### config.mk
export PLATFORM = sky130hd
export DESIGN_NAME = mac_frame_sequencer
export DESIGN_NICKNAME = d
export VERILOG_FILES = /design/src/rtl/mac_frame_sequencer.sv
export SDC_FILE = /design/constraint.sdc
export NUM_CORES = 1
export LEC_CHECK = 0
export ABC_AREA = 1
export CAP_MARGIN = 0
export CORE_AREA = 2 2 222 224
export CTS_CLUSTER_SIZE = 14
export DETAILED_ROUTE_END_ITERATION = 8
export DIE_AREA = 0 0 224 226
export PLACE_DENSITY = 0.52
export SLEW_MARGIN = 0
export SYNTH_ARGS = -nofsm -noshare
export SYNTH_HDL_FRONTEND = slang
export SYNTH_SLANG_ARGS = --single-unit
### constraint.sdc
create_clock -name clk -period 4.15 [get_ports clk]
set_input_delay 0.6225 -clock clk [delete_from_list [all_inputs] [get_ports clk]]
set_output_delay 0.6225 -clock clk [all_outputs]
set_load 0.01 [all_outputs]
### src/rtl/mac_frame_sequencer.sv
// ============================================================================
// Module  : mac_frame_sequencer
// Brief   : Drives one N-term multiply-accumulate frame through the MAC array
//           and returns the N-lane result vector over a valid/ready handshake.
// Revision: 1.0
// ============================================================================
`default_nettype none

module mac_frame_sequencer #(
    parameter int N       = 5,
    parameter int WIDTH   = 16,
    parameter int M_WIDTH = 2*WIDTH+N-1,
    parameter int AW      = 3,
    parameter int TIMEOUT = 64
) (
    input  logic                 clk,
    input  logic                 rst,
    input  logic                 start,
    output logic                 busy,
    output logic                 done,
    output logic                 err,
    output logic                 rd_en,
    output logic [AW-1:0]        rd_addr,
    input  logic [N*WIDTH-1:0]   a_rd_data,
    input  logic [WIDTH-1:0]     b_rd_data,
    output logic                 mac_sof,
    output logic [N*WIDTH-1:0]   mac_A,
    output logic [WIDTH-1:0]     mac_B,
    input  logic [N*M_WIDTH-1:0] mac_C,
    input  logic [N-1:0]         mac_valid,
    output logic [N*M_WIDTH-1:0] res,
    output logic                 res_valid,
    input  logic                 res_ready
);

    localparam int            CW          = $clog2(TIMEOUT + 1);
    localparam logic [AW-1:0] C_LAST_ADDR = AW'(N - 1);
    localparam logic [CW-1:0] C_CNT_LAST  = CW'(TIMEOUT - 1);

    typedef enum logic [1:0] {
        S_IDLE  = 2'd0,
        S_ISSUE = 2'd1,
        S_WAIT  = 2'd2,
        S_OUT   = 2'd3
    } state_t;

    state_t                 state_q, state_d;
    logic [AW-1:0]          addr_q, addr_d;
    logic [CW-1:0]          cnt_q, cnt_d;
    logic [N-1:0]           mask_q, mask_d;
    logic                   err_q, err_d;
    logic                   to_done_q, to_done_d;
    logic [N*M_WIDTH-1:0]   res_q, res_d;
    logic                   rd_vld_q;
    logic                   sof_pend_q;
    logic                   mac_sof_q;
    logic [N*WIDTH-1:0]     mac_a_q;
    logic [WIDTH-1:0]       mac_b_q;

    logic                   w_capture_en;
    logic [N-1:0]           w_hit;
    logic [N-1:0]           w_mask_next;

    assign w_capture_en = (state_q == S_ISSUE) || (state_q == S_WAIT);
    assign w_hit        = mac_valid & ~mask_q & {N{w_capture_en}};
    assign w_mask_next  = mask_q | w_hit;

    always_comb begin
        state_d   = state_q;
        addr_d    = addr_q;
        cnt_d     = cnt_q;
        mask_d    = w_mask_next;
        err_d     = err_q;
        to_done_d = 1'b0;
        res_d     = res_q;

        for (int i = 0; i < N; i++) begin
            if (w_hit[i]) begin
                res_d[i*M_WIDTH +: M_WIDTH] = mac_C[i*M_WIDTH +: M_WIDTH];
            end
        end

        case (state_q)
            S_IDLE: begin
                if (start) begin
                    state_d = S_ISSUE;
                    addr_d  = '0;
                    mask_d  = '0;
                    err_d   = 1'b0;
                end
            end
            S_ISSUE: begin
                if (addr_q == C_LAST_ADDR) begin
                    state_d = S_WAIT;
                    cnt_d   = '0;
                end else begin
                    addr_d = addr_q + AW'(1);
                end
            end
            S_WAIT: begin
                // Completion in the final counted cycle still wins over timeout.
                if (&w_mask_next) begin
                    state_d = S_OUT;
                end else if (cnt_q == C_CNT_LAST) begin
                    state_d   = S_IDLE;
                    err_d     = 1'b1;
                    to_done_d = 1'b1;
                end else begin
                    cnt_d = cnt_q + CW'(1);
                end
            end
            S_OUT: begin
                if (res_ready) begin
                    state_d = S_IDLE;
                end
            end
            default: state_d = S_IDLE;
        endcase
    end

    always_ff @(posedge clk) begin
        if (rst) begin
            state_q    <= S_IDLE;
            addr_q     <= '0;
            cnt_q      <= '0;
            mask_q     <= '0;
            err_q      <= 1'b0;
            to_done_q  <= 1'b0;
            res_q      <= '0;
            rd_vld_q   <= 1'b0;
            sof_pend_q <= 1'b0;
            mac_sof_q  <= 1'b0;
            mac_a_q    <= '0;
            mac_b_q    <= '0;
        end else begin
            state_q    <= state_d;
            addr_q     <= addr_d;
            cnt_q      <= cnt_d;
            mask_q     <= mask_d;
            err_q      <= err_d;
            to_done_q  <= to_done_d;
            res_q      <= res_d;
            // RAM data lags the read strobe by one cycle; track it to load the operands.
            rd_vld_q   <= (state_q == S_ISSUE);
            sof_pend_q <= (state_q == S_ISSUE) && (addr_q == '0);
            mac_sof_q  <= sof_pend_q;
            if (rd_vld_q) begin
                mac_a_q <= a_rd_data;
                mac_b_q <= b_rd_data;
            end
        end
    end

    assign busy      = (state_q != S_IDLE);
    assign rd_en     = (state_q == S_ISSUE);
    assign rd_addr   = addr_q;
    assign mac_sof   = mac_sof_q;
    assign mac_A     = mac_a_q;
    assign mac_B     = mac_b_q;
    assign res       = res_q;
    assign res_valid = (state_q == S_OUT);
    assign err       = err_q;
    // Handoff done coincides with the accepting cycle; timeout done is registered.
    assign done      = to_done_q || ((state_q == S_OUT) && res_ready);

endmodule

`default_nettype wire

# Word level (Yosys, flattened, before mapping)
# Index checks and enable logic that the tools add are counted.
# totals
word_cells,72
regBits,298
out_inout_bits,285
# op_classes
n_bitwise,5
eq_ne,13
muxes,20
reduce_logical,16
n_addsub,2
# ops
op,n
two-way mux 7 bit,3
one-hot mux 7 bit (2 select lines),1
AND reduction 4 bit,3
bitwise AND 5 bit,2
two-way mux 2 bit,5
two-way mux 5 bit,2
inequality test 2 bit (second input constant),4
one-hot mux 2 bit (4 select lines),1
nonzero test 2 bit,4
adder 7 x 1 -> 7 bit (second input constant),1
== test 7 x 6 -> 1 bit (second input constant),1
two-way mux 3 bit,2
inequality test 2 x 1 -> 1 bit (second input constant),3
one-hot mux 3 bit (2 select lines),1
inverter 5 bit,1
OR 5 bit,1
AND reduction 5 bit,1
== test 2 bit (second input constant),2
two-way mux 1 bit,4
adder 3 x 1 -> 3 bit (second input constant),1
== test 3 bit (second input constant),1
zero test 3 bit,1
inequality test 3 x 1 -> 1 bit (second input constant),1
AND reduction 3 bit,1
7 further kinds,9

# Depth between registers and ports, before layout
# logic_depth
word_depth,7
ltp_mapped,11
depth_no_buf,11

# Worst setup path before layout
# OpenSTA, ideal clock, no wires.
# synth_timing
path_kind,register -> register
from,register state_q[1]
to,"register res_q[100], in the netlist res[100]"
arrival_time_ps,1582
setup_slack_ps,2452
setup_ps,116
stages_incl_launch_ff,9
cell_sequence,dfxtp_1 > inv_1 > ha_1 > nand2_1 > nor2_2 > inv_2 > clkbuf_1 > nor2_1 > nor2_1
# synth_between
elab_chain_cells,3
elab_cells_between_ends,4
# synth_lines
element,line,text
start: declaration,47,"state_t state_q, state_d;"
start signal: assignment,136,state_q <= state_d;
== test 2 x 1 -> 1 bit or == test 2 bit (tied branches),64,assign w_capture_en = (state_q == S_ISSUE) || (state_q == S_WAIT);
logical OR 1 bit *,64,
bitwise AND 5 bit *,65,assign w_hit = mac_valid & ~mask_q & {N{w_capture_en}};
end signal: assignment,142,res_q <= res_d;
end: declaration,53,"logic [N*M_WIDTH-1:0] res_q, res_d;"
# Mark *: on every way between the ends. The rest lies on a longest branch, timed or not.
# A chain may end at the register's enable or synchronous reset.

# Worst setup path after layout
# layout_timing
from,register state_q[0]
to,output busy
# layout_between
elab_chain_cells,1
# layout_lines
element,line,text
nonzero test 2 bit,154,assign busy = (state_q != S_IDLE);
end: declaration,19,"output logic busy,"
# Every way passes these cells.

==> flow_summary.yaml <==
floorplan:
  fp.dieH_um: 226
  start_util_pct: 21.7
  core_um2: 48300
  die_w_um: 224
  die_area_um2: 50600
  rows: 81
  io_pins: 570
clock_network:
  clk_latency_ns: 0.53
  cts.htree.levels: 2
  numCtsBuffers: 37
  clock-root-buffer: "clkbuf_16"
  cts_num_sinks: 298
  postCtsSetupBuffers: 0
  hold_buffers: 0
  cts_resized: 0
  cts.clk_slew.worst_paths_ns: 0.05
  cts_tree: "yes"
  cts_max_path_buffers: 3
timing:
  tns_ns: 0
  setup_ws_ns: 1.51
  relSlewSlack_pct: 39.2
  clock.fmax_mhz: 378
  hold_violations: 0
  fin_crit_sh_pct: 63.7
  rsz0062_at_grt: "no"
  setup_violations: 0
  skew_ns: 0.0118
  worst_slew_pin_slew_ns: 0.913
  final_max_slew_viol_count: 0
  hold_ws_ns: 0.448
  min_period_ns: 2.64
final_layout:
  mostFrequentLayoutCells: "clkdlybuf4s50_1 (569), nor2_1 (566), dfxtp_1 (297), o21ai_0 (264), clkbuf_16 (37)"
  fin_area_um2: 17900
  layout_commonest_cell: "clkdlybuf4s50_1"
  final_cells: 2532
  syn_to_final_growth_pct: 70.6
  seqCellArea_um2: 5970
  fillerInstances: 5043
  fin_nets: 2180
  drive_above_1_share_pct: 3.93
  multiInputGateArea_um2: 4080
grt:
  grt_util_all_layers_pct: 15.2
  grt_pass1_wl_um: 60600
  antenna_found_initial: 1
  grt_pass1_vias: 10417
  grt_max_degree: 114
  grt_overflow: 0
logic_synthesis:
  yosysWarningCount: 0
  synth_cell_types: 25
  syn_area_per_cell_um2: 7.74
  synthCells: 1352
  synth_seq_cells: 298
  synthAdderAreaFrac_pct: 0.837
  synth_top_family_by_area: "simple AND/OR/NAND/NOR gates"
  syn-cell-area_um2: 10500
  synth_compound_area_share_pct: 14.5
  synth.area.mux_share_pct: 0
  yosysSeqAreaShare_pct: 57.0
  yosys.area_share.simple_pct: 23.5
  syn_nets: 1644
  synth_xor_area_share_pct: 0.0837
detailed_routing:
  wl_per_cell_um: 16.1
  first_pass_iters: 6
  post_drt_via_cell_ratio: 4.27
  drtAntennaViolNets: 0
  drc: 0
  drtIter0Drc: 521
  wl_um: 40800
  vias: 10809
critical_path:
  cp_max_fo: 5
  cp.arrival_ns: 2.02
  worstSetupPathType: "flop to output port"
  worstPathRequired_ns: 3.53
  end_kind: "output port"
  cp-start-kind: "flop"
outcome:
  outcome: "complete, no violations"
placed_design:
  port_buffers: 569
  placed_cell_area_um2: 16700
  place_ws_ns: 1.48
  dp_hpwl_um: 29000
  place_inst: 2471
  gp_congestion: 0.811
power:
  ir_drop_mv: 0.376
  power_density_nw_per_um2: 627
  p_leak_uw: 0.00726
job:
  maxCapViolCount: 0
worst_hold_path:
  holdCritPathClass: "flop to flop"
layout make-up:
cell class | instances | area share, %
diodes | 1 | 0.0140
well taps | 622 | 4.36
inverters | 30 | 0.659
clock buffers | 56 | 5.86
multi-input cells | 942 | 22.8
clock inverters | 4 | 0.392
repair buffers | 579 | 32.5
flip-flops and latches | 298 | 33.4
worst max-delay path: stages, from the launching register on:
cell             delay (ns)
dfxtp_1                0.41
inv_1                  0.09
ha_1                   0.24
inv_1                  0.11
clkdlybuf4s50_1        0.65
sequential cells by signal (all words and copies together), names as in the netlist:
name	flops
mask_q	5
mac_A	80
rd_addr	3
state_q	2
sof_pend_q	1
to_done_q	1
mac_B	16
rd_vld_q	1
res	180
err	1
cnt_q	7
mac_sof	1
metrics by stage:
stage | utilization [%] | power (uW)
after detailed placement | 34.6 | 8230
after global routing | 36.9 | 11900
after floorplan | - | 5770
after CTS | 36.9 | 11400
final | 36.9 | 11200
after global placement | 34.6 | 8200
metal layers:
layer  track usage (%)  up-vias  share of wire, %
met2              25.0      411                46
li1                  -     5405                 -
met4              3.91        2               1.8
met3              6.54       42                11
met5                 0        -             0.032
met1              18.1     4949                42
kinds of logic (layout without fill, tap and decap cells):
| logic type | after synthesis | count (layout) |
|---|---|---|
| AND/OR/NAND/NOR | 632 | 632 |
| AO/OA/AOI/OAI | 302 | 302 |
| flip-flops | 298 | 298 |
| buffers and inverters | 112 | 669 |
| adder cells (fa/ha/maj) | 7 | 7 |
| XOR/XNOR | 1 | 1 |
| other | 0 | 1 |
path summary, 6_finish.rpt:
check,startpoint,endpoint,slack (ns),depth (start not counted)
worst max-delay path,state_q[0],busy,1.51,4
worst min-delay path,sof_pend_q,mac_sof,0.45,2
worst max register to register,state_q[0],res[153],1.85,8
worst min register to register,sof_pend_q,mac_sof,0.45,2
power breakdown:
part	internal, uW	total, uW	switching [uW]
Clock	1850	3060	1220
Sequential	3690	4100	413
Combinational	1980	4030	2050
Total	7520	11200	3680
cells in the mapped netlist:
cell type / n / area (um2)
nand3_4: 1 / 17.5
clkinv_1: 2 / 7.51
a21oi_1: 19 / 95.1
dfxtp_1: 298 / 5970
o21ai_1: 16 / 80.1
buf_2: 3 / 15.0
a21o_1: 1 / 7.51
nor2_1: 566 / 2120
nand3_2: 2 / 20.0
ha_1: 7 / 87.6
nor2_2: 4 / 25.0
nor3_1: 2 / 10.0
buf_1: 5 / 18.8
a211oi_1: 2 / 15.0
nand3_1: 11 / 55.1
nor3b_1: 2 / 15.0
xnor2_1: 1 / 8.76
inv_2: 6 / 22.5
clkbuf_1: 74 / 278
nor2_4: 2 / 22.5
or2_2: 1 / 6.26
o21ai_0: 264 / 1320
inv_1: 22 / 82.6
nand4_1: 6 / 37.5
nand2_1: 35 / 131
(Power assumes the default switching activity.)
